<file path="src/rtl/seq_pattern_detector_pkg.sv">
`default_nettype none
// ============================================================================
// Module  : seq_pattern_detector_pkg
// Brief   : Shared types and constants for the serial pattern detector:
//           configuration-FSM state encoding, power-on pattern defaults and
//           a length-legality helper.
// Revision: 1.0 - initial release
// ============================================================================
package seq_pattern_detector_pkg;

   // Configuration FSM: ARMED detects, ERROR parks until a legal load
   typedef enum logic [0:0] {
      ST_ARMED = 1'b0,
      ST_ERROR = 1'b1
   } cfg_state_e;

   // Power-on configuration: legacy fixed '101' overlapping detector
   localparam int unsigned SPD_DEF_PAT = 32'b101;
   localparam int          SPD_DEF_LEN = 3;
   localparam bit          SPD_DEF_OVL = 1'b1;

   // A programmed length is usable only if it is 1..max_len
   function automatic logic len_legal(input int unsigned len, input int unsigned max_len);
      return (len != 0) && (len <= max_len);
   endfunction

endpackage : seq_pattern_detector_pkg
`default_nettype wire

</file>
<file path="src/rtl/seq_pattern_detector_sat_counter.sv">
`default_nettype none
// ============================================================================
// Module  : sat_counter
// Brief   : Up-counter that sticks at all-ones; synchronous clear wins over
//           a same-cycle increment.
// Revision: 1.0 - initial release
// ============================================================================
module sat_counter #(
   parameter int CNT_W = 16
) (
   input  logic             clk,
   input  logic             rst,
   input  logic             inc_i,
   input  logic             clr_i,
   output logic [CNT_W-1:0] count_o
);

   logic [CNT_W-1:0] count_q;
   logic [CNT_W-1:0] count_d;

   // Next count: clear first, then increment unless already saturated
   always_comb begin
      count_d = count_q;
      if (clr_i) begin
         count_d = '0;
      end else if (inc_i && !(&count_q)) begin
         count_d = count_q + 1'b1;
      end
   end

   // Count register with asynchronous reset
   always_ff @(posedge clk or posedge rst) begin
      if (rst) begin
         count_q <= '0;
      end else begin
         count_q <= count_d;
      end
   end

   assign count_o = count_q;

endmodule : sat_counter
`default_nettype wire

</file>
<file path="src/rtl/seq_pattern_detector.sv">
`default_nettype none
// ============================================================================
// Module  : seq_pattern_detector
// Brief   : Runtime-programmable serial bit-pattern detector with overlap
//           control, input enable, registered match pulse and saturating
//           match counter.
// Revision: 1.0 - initial release
// ============================================================================
module seq_pattern_detector
   import seq_pattern_detector_pkg::*;
#(
   parameter int               PAT_W   = 8,
   parameter int               CNT_W   = 16,
   parameter logic [PAT_W-1:0] DEF_PAT = PAT_W'(SPD_DEF_PAT),
   parameter int               DEF_LEN = SPD_DEF_LEN,
   parameter bit               DEF_OVL = SPD_DEF_OVL,
   localparam int              LEN_W   = $clog2(PAT_W + 1)
) (
   input  logic             clk,
   input  logic             rst,
   input  logic             en,
   input  logic             din,
   input  logic             cfg_load,
   input  logic [PAT_W-1:0] cfg_pattern,
   input  logic [LEN_W-1:0] cfg_len,
   input  logic             cfg_overlap,
   input  logic             cnt_clr,
   output logic             match,
   output logic [CNT_W-1:0] match_count,
   output logic             cfg_err
);

   localparam logic [LEN_W-1:0] C_MAX_FILL = LEN_W'(PAT_W);

   // Registered state
   cfg_state_e       state_q,   state_d;
   logic [PAT_W-1:0] pat_q,     pat_d;
   logic [LEN_W-1:0] len_q,     len_d;
   logic             ovl_q,     ovl_d;
   logic [PAT_W-1:0] hist_q,    hist_d;
   logic [LEN_W-1:0] fill_q,    fill_d;
   logic             match_q,   match_d;

   // Combinational helpers
   logic [PAT_W-1:0] w_mask;
   logic [PAT_W-1:0] w_hist_nx;
   logic [LEN_W-1:0] w_fill_inc;
   logic             w_shift;
   logic             w_hit;

   // Compare mask: only the low len bits of history take part
   for (genvar gi = 0; gi < PAT_W; gi++) begin : g_mask
      assign w_mask[gi] = (len_q > LEN_W'(gi));
   end

   // A bit is consumed only when valid, armed and not pre-empted by a load
   assign w_shift    = en && (state_q == ST_ARMED) && !cfg_load;
   assign w_hist_nx  = {hist_q[PAT_W-2:0], din};
   assign w_fill_inc = (fill_q == C_MAX_FILL) ? fill_q : fill_q + 1'b1;
   assign w_hit      = w_shift
                       && (w_fill_inc >= len_q)
                       && (((w_hist_nx ^ pat_q) & w_mask) == '0);

   // Next-state: config capture has priority, then shifting, else hold
   always_comb begin
      state_d = state_q;
      pat_d   = pat_q;
      len_d   = len_q;
      ovl_d   = ovl_q;
      hist_d  = hist_q;
      fill_d  = fill_q;
      match_d = 1'b0;
      if (cfg_load) begin
         pat_d   = cfg_pattern;
         len_d   = cfg_len;
         ovl_d   = cfg_overlap;
         hist_d  = '0;
         fill_d  = '0;
         state_d = len_legal(32'(cfg_len), PAT_W) ? ST_ARMED : ST_ERROR;
      end else if (w_shift) begin
         hist_d  = w_hist_nx;
         // Non-overlap: bits that formed a match may not seed the next one
         fill_d  = (w_hit && !ovl_q) ? '0 : w_fill_inc;
         match_d = w_hit;
      end
   end

   // State and datapath registers with asynchronous reset to defaults
   always_ff @(posedge clk or posedge rst) begin
      if (rst) begin
         state_q <= ST_ARMED;
         pat_q   <= DEF_PAT;
         len_q   <= LEN_W'(DEF_LEN);
         ovl_q   <= DEF_OVL;
         hist_q  <= '0;
         fill_q  <= '0;
         match_q <= 1'b0;
      end else begin
         state_q <= state_d;
         pat_q   <= pat_d;
         len_q   <= len_d;
         ovl_q   <= ovl_d;
         hist_q  <= hist_d;
         fill_q  <= fill_d;
         match_q <= match_d;
      end
   end

   sat_counter #(
      .CNT_W (CNT_W)
   ) u_cnt (
      .clk     (clk),
      .rst     (rst),
      .inc_i   (w_hit),
      .clr_i   (cnt_clr),
      .count_o (match_count)
   );

   assign match   = match_q;
   assign cfg_err = (state_q == ST_ERROR);

endmodule : seq_pattern_detector
`default_nettype wire

</file>
<file path="config.mk">
export PLATFORM = sky130hd
export DESIGN_NAME = seq_pattern_detector
export DESIGN_NICKNAME = d
export VERILOG_FILES = /design/src/rtl/seq_pattern_detector_pkg.sv /design/src/rtl/seq_pattern_detector_sat_counter.sv /design/src/rtl/seq_pattern_detector.sv
export SDC_FILE = /design/constraint.sdc
export NUM_CORES = 1
export LEC_CHECK = 0
export CORE_ASPECT_RATIO = 0.8
export CORE_UTILIZATION = 45
export DETAILED_ROUTE_END_ITERATION = 8
export GPL_TIMING_DRIVEN = 0
export PLACE_DENSITY_LB_ADDON = 0.12
export SLEW_MARGIN = 20
export SYNTH_ARGS = -nofsm -noshare
export SYNTH_HDL_FRONTEND = slang
export SYNTH_HIERARCHICAL = 1
export SYNTH_SLANG_ARGS = --single-unit
</file>
<file path="constraint.sdc">
create_clock -name clk -period 5.95 [get_ports clk]
set_input_delay 0.595 -clock clk [delete_from_list [all_inputs] [get_ports clk]]
set_output_delay 0.595 -clock clk [all_outputs]
set_load 0.02 [all_outputs]
</file>
**After elaboration in Yosys (flattened, before gate mapping)**

Index checks and enable logic that the tools add are counted.

- Bits in registers: 42
- Bits in latches: 0
- Memory bits (writable): 0
- ROM bits: 0
- Output and inout bits: 18
- Memories: 0

- Add/subtract/negate cells: 2
- $mul: 0
- Div/mod/pow operators: 0
- $lt $le $gt $ge: 10
- Eq/ne operators: 1
- Shifts and indexed selects: 0
- Multiplexer cells: 11
- Bitwise logic cells: 3
- Reduce and logical (&&, ||, !) cells: 15

Operators with widths:

| cell | number |
|---|---|
| $mux 16 | 2 |
| $add 16x1->16 const B | 1 |
| $gt 4x3->1 const B | 4 |
| $mux 4 | 4 |
| $reduce_and 16->1 | 1 |
| $mux 7 | 2 |
| $and 8x8->8 | 1 |
| $gt 4x1->1 const B | 2 |
| $gt 4x2->1 const B | 2 |
| $logic_not 8->1 | 1 |
| $xor 8x8->8 | 1 |
| $logic_and 1x1->1 | 7 |
| $add 4x1->4 const B | 1 |
| $eq 4x4->1 const B | 1 |
| $ge 4x4->1 | 1 |
| $le 4x4->1 const B | 1 |
| $reduce_bool 2->1 | 2 |
| $reduce_bool 4->1 | 1 |
| $logic_not 1->1 | 3 |
| $mux 1 | 3 |
| $not 1->1 | 1 |

**Longest topological paths before layout**

- Depth after elaboration: 9
- Gate-level depth with buffers: 16
- Depth with buffers taken out: 15

**Cells and area by module**

Netlist, hierarchy kept.

By module, submodules not included:

| module | instances | cells an instance | area each (µm²) | sequential area each (µm²) |
|---|---|---|---|---|
| seq_pattern_detector | 1 | 129 | 1,353.8 | 656.9 |
| sat_counter | 1 | 104 | 922.1 | 400.4 |

**Worst setup path before layout**

No wires, ideal clock.

- Path kind: register to register
- From: reg fill_q[0]
- To: reg u_cnt.count_q[13] (netlist: u_cnt/count_o[13])
- Library setup time: 78 ps
- Data arrival time: 3,426 ps
- Setup slack: 2,446 ps
- Cell stages (with the launch flop): 17
- Buffers on the path: 1
- Period minus slack after synthesis: 3,504 ps
- Path through: dfrtp_1 inv_1 ha_1 nand2_1 nor2_1 xnor2_1 ha_1 nand2b_1 a2111oi_0 nor3_1 nand3_1 nor3b_1 nand3_1 or3_1 clkbuf_2 or4_1 a21oi_1

- Word-level cells in the longest chain between the ends: 7
- Elaborated cells between the ends (all ways): 8
- Classes of those cells: 1 x add/sub; 1 x order compare; 1 x eq/ne; 1 x mux; 4 x reduce/logical

RTL lines:

| element | RTL line | text |
|---|---|---|
| start, declared | seq_pattern_detector.sv:41 | `logic [LEN_W-1:0] fill_q, fill_d;` |
| start signal, assigned | seq_pattern_detector.sv:104 | `fill_q <= fill_d;` |
| $add 4x1->4 or $eq 4x4->1 (tied branches) | seq_pattern_detector.sv:59 | `assign w_fill_inc = (fill_q == C_MAX_FILL) ? fill_q : fill_q + 1'b1;` |
| $mux 4 * | seq_pattern_detector.sv:59 |  |
| $ge 4x4->1 * | seq_pattern_detector.sv:61 | `&& (w_fill_inc >= len_q)` |
| $logic_and 1x1->1 * | seq_pattern_detector.sv:61 |  |
| $logic_and 1x1->1 * | seq_pattern_detector.sv:62 | `&& (((w_hist_nx ^ pat_q) & w_mask) == '0);` |
| net w_hit | seq_pattern_detector.sv:49 | `logic w_hit;` |
| $logic_and 1x1->1 * | seq_pattern_detector_sat_counter.sv:26 | `end else if (inc_i && !(&count_q)) begin` |
| $reduce_bool 2->1 (no line) * | -- |  |
| end signal, assigned | seq_pattern_detector_sat_counter.sv:36 | `count_q <= count_d;` |
| end, declared | seq_pattern_detector_sat_counter.sv:18 | `logic [CNT_W-1:0] count_q;` |

Mark *: on every way through the listed nets, which the timed path passes. The rest lies on a longest branch.
A chain may end at the register's enable or synchronous reset.

**Worst setup path in the final report**

Ends and elaborated chain as after synthesis.

==> key figures <==
Run status
  • Status: finished, final reports clean

Detailed routing
  • Antenna Nets Post-Route: 0
  • Met3 WL post-DR: 153 um
  • First DRT Iteration DRCs: 97
  • Vias/cell: 5.29
  • DR WL/cell: 13.6 um
  • WL final: 4590 um
  • Routed wire length on met2: 1840 um
  • DRC: 0
  • Max layer used: met4
  • Drt pass-1 iters: 4
  • M1 wire length: 2580 um
  • Via count: 1,777

Clock network
  • Hold Buf Count CTS: 0
  • # H-tree levels: 2
  • TritonCTS sink count: 42
  • Clk Latency, worst-skew pair: 290 ps
  • Worst-path clk slew: 80 ps
  • Resized cells post-CTS: 0
  • TritonCTS buffer count: 5
  • CTS tree: yes
  • Post-CTS setup buffer count: 0
  • Clk root buf: clkbuf_8
  • Maximum buffer depth of the clock tree: 2

Synthesis
  • Synth Instances: 233
  • FFs w/ async S/R, synth: 1.00
  • Most common flop cell mapped by yosys: dfrtp_1
  • Number of flops mapped to enable cells by yosys: 0
  • Netlist cell types: 45
  • Synthesized cell area: 2280 um^2
  • Syn Nets: 259
  • Syn avg cell area: 9.77 um^2
  • Yosys warning count: 6
  • Sequential share of the synthesized area: 0.465
  • FF+latch count, synth: 42

Timing
  • Finish-stage setup viols: 0
  • Final setup TNS: 0 ps
  • RSZ-0062 raised after global routing: no
  • Final Hold Viols: 0
  • Fmax: 252 MHz
  • Worst-Margin Slew: 909 ps
  • Final worst path period share: 0.667
  • Fin crit period: 3970 ps
  • Worst slew margin: 0.391
  • Max-slew violation count: 0
  • Setup Skew: 5.88 ps

Power and ir drop
  • Net Sw Power: 0.000140 W
  • PD cells: 204 nW/um^2
  • Worst-case vdd ir drop: 0.131 mV
  • Comb pwr share: 0.125
  • P_leak: 1.11 nW
  • Switching Fraction: 0.247
  • Clock share of power: 0.330
  • Sequential fraction of design power: 0.545
  • Internal: 0.000428 W
  • Total power: 0.000569 W

Placed design
  • Port bufs: 35
  • DP Wirelength: 3410 um
  • RePlAce Congestion: 0.792

Finish
  • Area added between synthesis and finish: 22.6%
  • Register area: 1060 um^2
  • Layout Utilization: 0.590
  • Fraction of layout cells with a size suffix above 1: 0.101
  • Diodes inserted: 0
  • NumNets Final: 301
  • Fillcell total: 432
  • Area of the multi-input gates: 1140 um^2

Global routing
  • First-pass GRT wire length: 7720 um
  • Initial antenna violation count: 0
  • Largest net degree at the start of global routing: 27
  • Number of global-route vias before repair: 1,641
  • Global-route usage over all layers: 0.193
  • Grt total ovfl: 0

Die
  • Starting density of the core: 0.481
  • Die X: 81.5 um
  • Die area: 5350 um^2
  • # IOs: 37
  • Die Y: 65.6 um
  • Core area: 4730 um^2
  • Row cnt: 22

Setup path
  • Category of the most critical setup path: reg -> reg
  • Worst-path maximum fanout: 9
  • Worst Path Required: 6160 ps
  • Setup crit end kind: register
  • Worst setup SP type: register
  • Crit path arrival time: 4180 ps

Hold path
  • Hold crit path type: reg -> reg

Run
  • Max cap viols: 0
[worst max-delay path, cell delays in order, from the launching register on]
cell and delay, ps:
dfrtp_1 410, inv_1 90, ha_1 200, nand2_1 80, nor2_1 50, xnor2_1 140
ha_1 270, nand2b_1 90, a2111oi_0 90, nor3_1 390, nand3_1 160, nor3b_1 530
nand3_1 250, or3_1 400, clkbuf_2 170, or4_1 410, a21oi_1 150
[cell usage after synthesis, types with 3 or more instances]
cell type,instances,share of area
dfstp_2,5,0.058
o21ai_0,9,0.020
nand2_1,25,0.041
xor2_1,4,0.015
nand3_1,7,0.015
nor3_1,5,0.011
o31ai_1,5,0.016
a2111oi_0,3,0.012
dfrtp_1,37,0.41
a21oi_1,18,0.040
nor3b_1,3,0.0099
mux2_2,8,0.040
nand2b_1,6,0.016
xnor2_1,7,0.027
or4_1,3,0.0099
or3_1,9,0.025
a32o_1,3,0.013
nor2b_1,3,0.0082
inv_1,12,0.020
ha_1,7,0.038
mux2_1,5,0.025
nor2_1,15,0.025
clkbuf_1,6,0.0099
[cell usage in the layout, fill, tap and decap left out, drive strengths merged, types with 2 or more instances in the layout]
| master | n |
|---|---|
| dfrtp | 37 |
| clkdlybuf4s50 | 35 |
| nand2 | 25 |
| a21oi | 18 |
| nor2 | 15 |
| clkbuf | 15 |
| mux2 | 13 |
| inv | 11 |
| o21ai | 10 |
| or3 | 9 |
| nand3 | 8 |
| xnor2 | 7 |
| ha | 7 |
| nand2b | 6 |
| nor3 | 6 |
| dfstp | 5 |
| o31ai | 5 |
| xor2 | 4 |
| a2111oi | 3 |
| nor2b | 3 |
| a32o | 3 |
| nor3b | 3 |
| or4 | 3 |
| a211oi | 3 |
| buf | 2 |
| mux2i | 2 |
| o22ai | 2 |
| and3 | 2 |
| a31oi | 2 |
[final timing paths]
kind | to | slack (ps) | start | depth (start not counted)
worst max-delay path | u_cnt/count_o[13] | 1980 | fill_q[0] | 16
worst min-delay path | pat_q[5] | 510 | pat_q[5] | 1
worst max register to register | u_cnt/count_o[13] | 1980 | fill_q[0] | 16
worst min register to register | pat_q[5] | 510 | pat_q[5] | 1
max in group asynchronous | hist_q[5] | 4800 | rst | 2
min in group asynchronous | u_cnt/count_o[15] | 720 | rst | 2
[through the flow]
| stage | worst slack, ps | cell area, um^2 | std cells | hold WS [ps] |
|---|---|---|---|---|
| 2_1_floorplan | 2450 | 2280 | 233 | 478 |
| 3_3_place_gp | 2030 | 2700 | 328 | 493 |
| 3_5_place_dp | 2050 | 2700 | 328 | 502 |
| 4_1_cts | 2010 | 2790 | 336 | 516 |
| 5_1_grt | 1710 | 2790 | 336 | 528 |
| 6_report | 1980 | 2790 | 336 | 510 |
[power groups by stage]
stage	sequential, W	combinational (W)	clock [W]
floorplan	0.000313	0.0000464	0
global placement	0.000315	0.0000711	0
detailed placement	0.000315	0.0000721	0
CTS	0.000310	0.0000722	0.000194
global route	0.000312	0.0000797	0.000207
finish	0.000310	0.0000712	0.000188
[cells by family after synthesis]
family	Yosys count	share of synthesized area
and+or+nand+nor	85	0.198
AOI/OAI and AO/OA	52	0.147
DFF	42	0.465
buffers and inverters	21	0.0363
muxes	15	0.0731
xor gates and xnor gates	11	0.0423
adders and majority gates	7	0.0385
[area by class of cell]
type / count / share of cell area
multi-input combinational: 170 / 0.407
sequential: 42 / 0.379
timing repair buffer: 35 / 0.126
clock buffer: 8 / 0.0323
tap: 60 / 0.0269
inverter: 12 / 0.0161
buffer: 9 / 0.0134
[flip-flops by register name, indices dropped and copies added, names as in the netlist]
name           count
u_cnt/count_o     16
fill_q             4
ovl_q              1
match              1
cfg_err            1
pat_q              8
hist_q             7
len_q              4
[layer usage]
layer / GRT usage / vias to the layer above
met5: 0 / -
met4: 0.0536 / 0
met3: 0.0417 / 2
met2: 0.264 / 29
met1: 0.300 / 831
li1: - / 915
Note: power is estimated with default switching activity, not from simulation.
